--- config.mk ---
export PLATFORM = sky130hd
export DESIGN_NAME = ex_mem_skid_flat
export DESIGN_NICKNAME = d
export VERILOG_FILES = /design/src/rtl/ex_mem_skid_if.sv /design/src/rtl/ex_mem_skid.sv /design/src/flat_wrapper.sv
export SDC_FILE = /design/constraint.sdc
export NUM_CORES = 1
export LEC_CHECK = 0
export ABC_AREA = 1
export CORE_MARGIN = 3
export CORE_UTILIZATION = 53
export CTS_CLUSTER_DIAMETER = 80
export DETAILED_ROUTE_END_ITERATION = 7
export PLACE_DENSITY = 0.85
export RECOVER_POWER = 25
export SLEW_MARGIN = 5
export SYNTH_ARGS = -nofsm -noshare
export SYNTH_HDL_FRONTEND = slang
export SYNTH_SLANG_ARGS = --single-unit
--- constraint.sdc ---
create_clock -name clk_i -period 3.2 [get_ports clk_i]
set_input_delay 0.48 -clock clk_i [delete_from_list [all_inputs] [get_ports clk_i]]
set_output_delay 0.48 -clock clk_i [all_outputs]
set_load 0.01 [all_outputs]
--- src/rtl/ex_mem_skid_if.sv ---
// EX->MEM beat bus: valid/ready handshake, beat payload and flush.
// slave = pipeline register side, master = EX/MEM driver side.
interface ex_mem_skid_if;
    logic        in_valid_i;
    logic        in_ready_o;
    logic [31:0] alu_result_i;
    logic        alu_zero_i;
    logic [31:0] rt_data_i;
    logic [4:0]  wb_reg_i;
    logic [3:0]  ctrl_i;
    logic [31:0] branch_target_i;
    logic        flush_i;
    logic        out_valid_o;
    logic        out_ready_i;
    logic [31:0] alu_result_o;
    logic [31:0] rt_data_o;
    logic [31:0] branch_target_o;
    logic [4:0]  wb_reg_o;
    logic [3:0]  ctrl_o;
    logic        branch_taken_o;
    logic [15:0] stall_cnt_o;

    modport slave (
        input  in_valid_i, alu_result_i, alu_zero_i, rt_data_i,
        input  wb_reg_i, ctrl_i, branch_target_i, flush_i,
        input  out_ready_i,
        output in_ready_o, out_valid_o, alu_result_o, rt_data_o,
        output branch_target_o, wb_reg_o, ctrl_o, branch_taken_o,
        output stall_cnt_o
    );

    modport master (
        output in_valid_i, alu_result_i, alu_zero_i, rt_data_i,
        output wb_reg_i, ctrl_i, branch_target_i, flush_i,
        output out_ready_i,
        input  in_ready_o, out_valid_o, alu_result_o, rt_data_o,
        input  branch_target_o, wb_reg_o, ctrl_o, branch_taken_o,
        input  stall_cnt_o
    );
endinterface

--- src/rtl/ex_mem_skid.sv ---
// EX/MEM pipeline register as a 2-entry skid FIFO (main + skid).
// Ports: clk_i, rst_i (sync, active-high), bus (ex_mem_skid_if.slave).
module ex_mem_skid (
    input logic          clk_i,
    input logic          rst_i,
    ex_mem_skid_if.slave bus
);

    typedef enum logic [1:0] {EMPTY, ONE, TWO} state_t;

    typedef struct packed {
        logic [31:0] alu;
        logic [31:0] rt;
        logic [31:0] tgt;
        logic [4:0]  wb;
        logic [3:0]  ctrl;
        logic        taken;
    } beat_t;

    state_t      r_state;
    state_t      w_next;
    beat_t       r_main;
    beat_t       r_skid;
    beat_t       w_in;
    logic [15:0] r_stall;
    logic        w_accept;
    logic        w_pop;
    logic        w_ld_main_in;
    logic        w_ld_main_skid;
    logic        w_ld_skid;

    // Ready drops during reset so nothing is accepted while it is held.
    assign bus.in_ready_o  = (r_state != TWO) && !rst_i;
    assign bus.out_valid_o = (r_state != EMPTY);

    assign w_accept = bus.in_valid_i && bus.in_ready_o;
    assign w_pop    = bus.out_valid_o && bus.out_ready_i;

    always_comb begin
        w_in       = '0;
        w_in.alu   = bus.alu_result_i;
        w_in.rt    = bus.rt_data_i;
        w_in.tgt   = bus.branch_target_i;
        w_in.wb    = bus.wb_reg_i;
        w_in.ctrl  = bus.ctrl_i;
        w_in.taken = bus.ctrl_i[0] && bus.alu_zero_i;
    end

    always_comb begin
        w_next         = r_state;
        w_ld_main_in   = 1'b0;
        w_ld_main_skid = 1'b0;
        w_ld_skid      = 1'b0;
        if (bus.flush_i) begin
            // Flush wins: any same-cycle accept or pop is dropped.
            w_next = EMPTY;
        end else begin
            unique case (r_state)
                EMPTY: begin
                    if (w_accept) begin
                        w_next       = ONE;
                        w_ld_main_in = 1'b1;
                    end
                end
                ONE: begin
                    if (w_accept && w_pop) begin
                        w_ld_main_in = 1'b1;
                    end else if (w_accept) begin
                        w_next    = TWO;
                        w_ld_skid = 1'b1;
                    end else if (w_pop) begin
                        w_next = EMPTY;
                    end
                end
                TWO: begin
                    if (w_pop) begin
                        w_next         = ONE;
                        w_ld_main_skid = 1'b1;
                    end
                end
                default: w_next = EMPTY;
            endcase
        end
    end

    always_ff @(posedge clk_i) begin
        if (rst_i) begin
            r_state <= EMPTY;
        end else begin
            r_state <= w_next;
        end
    end

    always_ff @(posedge clk_i) begin
        if (rst_i) begin
            r_main <= '0;
            r_skid <= '0;
        end else begin
            if (w_ld_main_in) begin
                r_main <= w_in;
            end else if (w_ld_main_skid) begin
                r_main <= r_skid;
            end
            if (w_ld_skid) begin
                r_skid <= w_in;
            end
        end
    end

    // Stall counter ignores flush and saturates.
    always_ff @(posedge clk_i) begin
        if (rst_i) begin
            r_stall <= '0;
        end else if (bus.out_valid_o && !bus.out_ready_i
                     && r_stall != 16'hFFFF) begin
            r_stall <= r_stall + 16'd1;
        end
    end

    assign bus.alu_result_o    = r_main.alu;
    assign bus.rt_data_o       = r_main.rt;
    assign bus.branch_target_o = r_main.tgt;
    assign bus.wb_reg_o        = r_main.wb;
    assign bus.ctrl_o          = r_main.ctrl;
    assign bus.branch_taken_o  = r_main.taken;
    assign bus.stall_cnt_o     = r_stall;

endmodule

--- src/flat_wrapper.sv ---
// flat-port wrapper written by rule: the top's interface ports become plain ports
module ex_mem_skid_flat 
  (clk_i, rst_i, bus_in_valid_i, bus_alu_result_i, bus_alu_zero_i, bus_rt_data_i, bus_wb_reg_i, bus_ctrl_i, bus_branch_target_i, bus_flush_i, bus_out_ready_i, bus_in_ready_o, bus_out_valid_o, bus_alu_result_o, bus_rt_data_o, bus_branch_target_o, bus_wb_reg_o, bus_ctrl_o, bus_branch_taken_o, bus_stall_cnt_o);
  ex_mem_skid_if bus_i ();
  input logic clk_i;
  input logic rst_i;
  input wire logic [$bits(bus_i.in_valid_i)-1:0] bus_in_valid_i;
  input wire logic [$bits(bus_i.alu_result_i)-1:0] bus_alu_result_i;
  input wire logic [$bits(bus_i.alu_zero_i)-1:0] bus_alu_zero_i;
  input wire logic [$bits(bus_i.rt_data_i)-1:0] bus_rt_data_i;
  input wire logic [$bits(bus_i.wb_reg_i)-1:0] bus_wb_reg_i;
  input wire logic [$bits(bus_i.ctrl_i)-1:0] bus_ctrl_i;
  input wire logic [$bits(bus_i.branch_target_i)-1:0] bus_branch_target_i;
  input wire logic [$bits(bus_i.flush_i)-1:0] bus_flush_i;
  input wire logic [$bits(bus_i.out_ready_i)-1:0] bus_out_ready_i;
  output wire logic [$bits(bus_i.in_ready_o)-1:0] bus_in_ready_o;
  output wire logic [$bits(bus_i.out_valid_o)-1:0] bus_out_valid_o;
  output wire logic [$bits(bus_i.alu_result_o)-1:0] bus_alu_result_o;
  output wire logic [$bits(bus_i.rt_data_o)-1:0] bus_rt_data_o;
  output wire logic [$bits(bus_i.branch_target_o)-1:0] bus_branch_target_o;
  output wire logic [$bits(bus_i.wb_reg_o)-1:0] bus_wb_reg_o;
  output wire logic [$bits(bus_i.ctrl_o)-1:0] bus_ctrl_o;
  output wire logic [$bits(bus_i.branch_taken_o)-1:0] bus_branch_taken_o;
  output wire logic [$bits(bus_i.stall_cnt_o)-1:0] bus_stall_cnt_o;
  assign bus_i.in_valid_i = bus_in_valid_i;
  assign bus_i.alu_result_i = bus_alu_result_i;
  assign bus_i.alu_zero_i = bus_alu_zero_i;
  assign bus_i.rt_data_i = bus_rt_data_i;
  assign bus_i.wb_reg_i = bus_wb_reg_i;
  assign bus_i.ctrl_i = bus_ctrl_i;
  assign bus_i.branch_target_i = bus_branch_target_i;
  assign bus_i.flush_i = bus_flush_i;
  assign bus_i.out_ready_i = bus_out_ready_i;
  assign bus_in_ready_o = bus_i.in_ready_o;
  assign bus_out_valid_o = bus_i.out_valid_o;
  assign bus_alu_result_o = bus_i.alu_result_o;
  assign bus_rt_data_o = bus_i.rt_data_o;
  assign bus_branch_target_o = bus_i.branch_target_o;
  assign bus_wb_reg_o = bus_i.wb_reg_o;
  assign bus_ctrl_o = bus_i.ctrl_o;
  assign bus_branch_taken_o = bus_i.branch_taken_o;
  assign bus_stall_cnt_o = bus_i.stall_cnt_o;
  ex_mem_skid u_core (.clk_i(clk_i), .rst_i(rst_i), .bus(bus_i));
endmodule
# ---- Word level (Yosys, flattened, before mapping)
# Cells that the tools add are included.
# Widths: inputs -> output; s select.
dict set report word_totals {
  ram_bits 0
  n_memories 0
  latch_bits 0
  word_cells 55
  out_inout_bits 124
  rom_bits 0
  input_bits 111
  reg_bits 230
}
dict set report classes {
  shifts 0
  mux 18
  multipliers 0
  n_reduce_logical 14
  add_sub_neg 1
  n_lt_le_gt_ge 0
  n_bitwise 0
  eq_ne 8
  n_div 0
}
# op n
set op_table {}
lappend op_table {{$mux 106} 2}
lappend op_table {{$add 16x1->16 const B} 1}
lappend op_table {{$ne 16x16->1 const B} 1}
lappend op_table {{$mux 2} 5}
lappend op_table {{$mux 1} 9}
lappend op_table {{$logic_and 1x1->1} 7}
lappend op_table {{$pmux 2 s3} 1}
lappend op_table {{$ne 2x1->1 const B} 2}
lappend op_table {{$ne 2x2->1 const B} 2}
lappend op_table {{$reduce_and 4->1} 1}
lappend op_table {{$reduce_bool 2->1} 2}
lappend op_table {{$ne 3x1->1 const B} 1}
lappend op_table {{$eq 2x1->1 const B} 1}
lappend op_table {{$eq 2x2->1 const B} 1}
lappend op_table {{$logic_not 1->1} 2}
lappend op_table {{$logic_not 2->1} 1}
lappend op_table {{$pmux 1 s2} 1}
lappend op_table {{$reduce_or 2->1} 1}

# ---- Logic depth before layout (Yosys ltp)
dict set report logic_depth {
  depth_word 8
  mapped_depth 10
  depth_no_buf 9
}

# ---- Worst setup path after synthesis
# OpenSTA, ideal clock, no wires.
dict set report synth_timing {
  path_type {flip-flop to flip-flop}
  from {register u_core.r_stall[0] (netlist: u_core.bus.stall_cnt_o[0])}
  to {register u_core.r_stall[0] (netlist: u_core.bus.stall_cnt_o[0])}
  path_stages_with_launch 10
  slack_ns 1.530
  n_path_buf 1
  setup_time_ns 0.116
  synth_period_minus_slack_ns 1.670
  t_arrival_ns 1.554
  required_ns 3.084
  cell_sequence {dfxtp_1 -> ha_1 -> inv_1 -> nor2_2 -> nand2_1 -> o21ai_2 -> inv_2 -> buf_2 -> nor2_1 -> nor2_1}
}
dict set report synth_via {
  elab_chain_cells 2
  word_cells_on_any_way 3
  classes_between {add/sub: 1; eq/ne: 1; reduce/logical: 1}
}
# element line
set synth_rtl {}
lappend synth_rtl {{start: declaration} ex_mem_skid.sv:25} ;# logic [15:0] r_stall;
lappend synth_rtl {{start signal: assignment} ex_mem_skid.sv:116} ;# r_stall <= r_stall + 16'd1;
lappend synth_rtl {{branches (longest 2 deep; another with $add 16x1->16)} n/a}
# Several ways; the timed one is not identified.
# A chain may end at the register's enable or synchronous reset.

# ---- Final worst setup path
dict set report layout_timing {
  from {input rst_i}
  to {output bus_in_ready_o}
}
dict set report layout_via {
  elab_chain_cells 2
}
# element line
set layout_rtl {}
lappend layout_rtl {{start: declaration} flat_wrapper.sv:6} ;# input logic rst_i;
lappend layout_rtl {{$logic_not 1->1} ex_mem_skid.sv:33} ;# assign bus.in_ready_o = (r_state != TWO) && !rst_i;
lappend layout_rtl {{$logic_and 1x1->1} ex_mem_skid.sv:33}
lappend layout_rtl {{end: declaration} flat_wrapper.sv:16} ;# output wire logic [$bits(bus_i.in_ready_o)-1:0] bus_in_ready_o;
# No other way between the ends.

==> metrics.csv <==
metric,value,unit
fin. max-slew vios,0,
total core area,0.0175,mm^2
Gate power share,9.6,%
die area,0.0197,mm^2
post-synthesis average cell area,7.81,um^2
vias per cell,5.45,
Final Net Count,1520,
share of layout cells above drive strength 1,4.42,%
"Buf+Inv Stages, Crit Path",2,
Crit path max-delay family,buffers and inverters,
first-pass GRT wire length,40600,um
sequential share of power,47.3,%
Worst Hold Class,reg2reg,
Syn Nets,1338,
critical path's largest stage delay,930,ps
CTS buffer count,24,
worst-skew pair later-pin latency,510,ps
DRT Pass-1 Iters,4,
status,"complete, no violations",
ant diodes,0,
Setup Skew,6.30,ps
"Reg clk slew, reported paths",50,ps
Iter 0 DRT Violations,589,
max_slew headroom,45.9,%
switching share of power,22.2,%
cts hold-fix bufs,0,
Overflow after GRT,0,
unrepaired setup endpoints after global routing,no,
WS Path Type,in2out,
max-capacitance violation count,0,
initial antenna violation count,0,
post-route minimum period,2500,ps
area growth from synthesis to layout,32.4,%
Synth warnings,0,
total negative setup slack,0,ps
CTS root buffer,clkbuf_16,
Tightest Pin Transition,812,ps
final wirelength,25000,um
synth unique cells,28,
Worst setup SP type,primary input,
Initial Util,54.8,%
Max VDD drop,0.000491,V
Crit Path Max Fanout,14,
crit path cell chain,dlygate4sd3_1 -> nor2_1 -> clkdlybuf4s50_1,
CP required,2720,ps
num ports,235,
largest net degree at the start of global routing,218,
PostCTS Resize Cnt,0,
WP data arrival,2020,ps
maximum clock frequency,400,MHz
final hold violations,0,
maximum buffer depth of the clock tree,3,
Syn Inst Count,1226,
Post-CTS Setup Bufs,0,
Total Routing Usage GR,24.0,%
Die Wd,140,um
row cnt,48,
cell-internal power,4.91,mW
Avg WL per Cell,15.2,um
Setup Viol. Count Final,0,
crit share post-route,78.1,%
# H-tree levels,1,
clock sink count,230,
cell area after synthesis,0.00957,mm^2
Lkg Pwr,5.91,nW
Fin Hold WS,480,ps
Crit. End Element,output port,
input/output buffers,234,
Power Dens Cells,498,mW/mm^2
routability congestion estimate,0.875,
hpwl dp,15400,um
slowest CP cell,dlygate4sd3_1,
register area share after synthesis,48.1,%
die height,140,um
CTS tree,yes,
DRC,0,
#FFs+latches synth,230,
DR vias,8982,
vias in the first global route,8304,
sw power,1.40,mW
Clock Power Share,43.1,%
Antenna Nets Post-Route,0,
==> path summary, 6_finish.rpt <==
check                                         startpoint                                      end  slack (ps)  cells past startpoint
hold reg to reg           u_core.r_skid[38]$_SDFFE_PP0P_           u_core.r_skid[38]$_SDFFE_PP0P_         480                      2
setup / recovery                                   rst_i                           bus_in_ready_o         700                      3
hold / removal            u_core.r_skid[38]$_SDFFE_PP0P_           u_core.r_skid[38]$_SDFFE_PP0P_         480                      2
setup reg to reg  u_core.bus.stall_cnt_o[0]$_SDFFE_PP0P_  u_core.bus.stall_cnt_o[11]$_SDFFE_PP0P_         910                      8
==> tightest hold or removal path, stage by stage (launching register included) <==
cell	delay (ps)
dfxtp_1	320
nor2_1	50
nor2_1	80
==> power groups by stage <==
stage	registers, mW	clock network, mW	logic, mW
finish	2.99	2.72	0.608
global route	2.99	2.89	0.663
CTS	2.99	2.77	0.630
detailed placement	3.05	0	0.623
global placement	3.05	0	0.613
floorplan	3.07	0	0.250
==> state kept, by name (all words and copies together) (netlist names) <==
signal / cells
u_core.bus.alu_result_o: 32
u_core.bus.branch_target_o: 32
u_core.r_state: 2
u_core.r_skid: 106
u_core.bus.stall_cnt_o: 16
u_core.bus.rt_data_o: 32
u_core.bus.ctrl_o: 4
u_core.bus.wb_reg_o: 5
u_core.bus.branch_taken_o: 1
==> stage by stage <==
step                power, mW  std cells  util (%)  worst slack, ps  cell area (um^2)
floorplan                3.32       1226         -             1530              9570
global placement         3.66       1607      68.2              605             11900
detailed placement       3.67       1607      68.2              540             11900
CTS                      6.39       1649      72.6              751             12700
global route             6.54       1649      72.5              634             12700
finish                   6.31       1649      72.5              699             12700
==> synth_stat cells, drive strengths merged <==
master  count  area share, %
o21a        1          0.078
a211oi      1          0.078
nand2     272             11
nor2      240            9.5
nor3        2           0.22
xor2        4           0.37
o21ai     114            6.0
buf        48            3.6
nand4       6           0.39
dfxtp     230             48
clkbuf     46            1.8
nand3     118            6.2
o211a     105             11
xnor2       2           0.18
ha          1           0.13
inv        23           0.90
a21oi      13           0.68
==> routing by layer <==
layer  vias to the layer above  wire, um  global-route usage (%)
met5                         -         0                       0
met3                        43      1930                    5.02
met2                       317     11700                    39.6
li1                       4442         -                       -
met1                      4180     10900                    31.9
met4                         0       537                    7.14
==> cells in the final DEF, fill, tap and decap left out, drive strengths merged, types with 4 or more instances in the layout <==
cell type,instances
a21oi,13
buf,16
clkbuf,36
clkdlybuf4s50,147
clkinv,5
dfxtp,230
dlygate4sd3,87
inv,22
nand2,272
nand3,118
nand4,6
nor2,240
o211a,105
o21ai,114
xor2,4
==> kinds of logic after synthesis <==
logic type	count (synthesis)	synth area share, %
AOI/OAI and AO/OA	234	17.8
xor gates and xnor gates	6	0.549
adders and majority gates	1	0.131
buffers and inverters	117	6.31
DFF	230	48.1
and+or+nand+nor	638	27.1
==> layout make-up <==
cell class	instances	area, um^2
clock buffers	36	687
clock inverters	6	80.1
well taps	225	282
multi-input cells	879	4380
repair buffers	250	2550
inverters	23	90.1
fillers	1331	4800
flip-flops and latches	230	4600
Note: power is estimated with default switching activity, not from simulation.
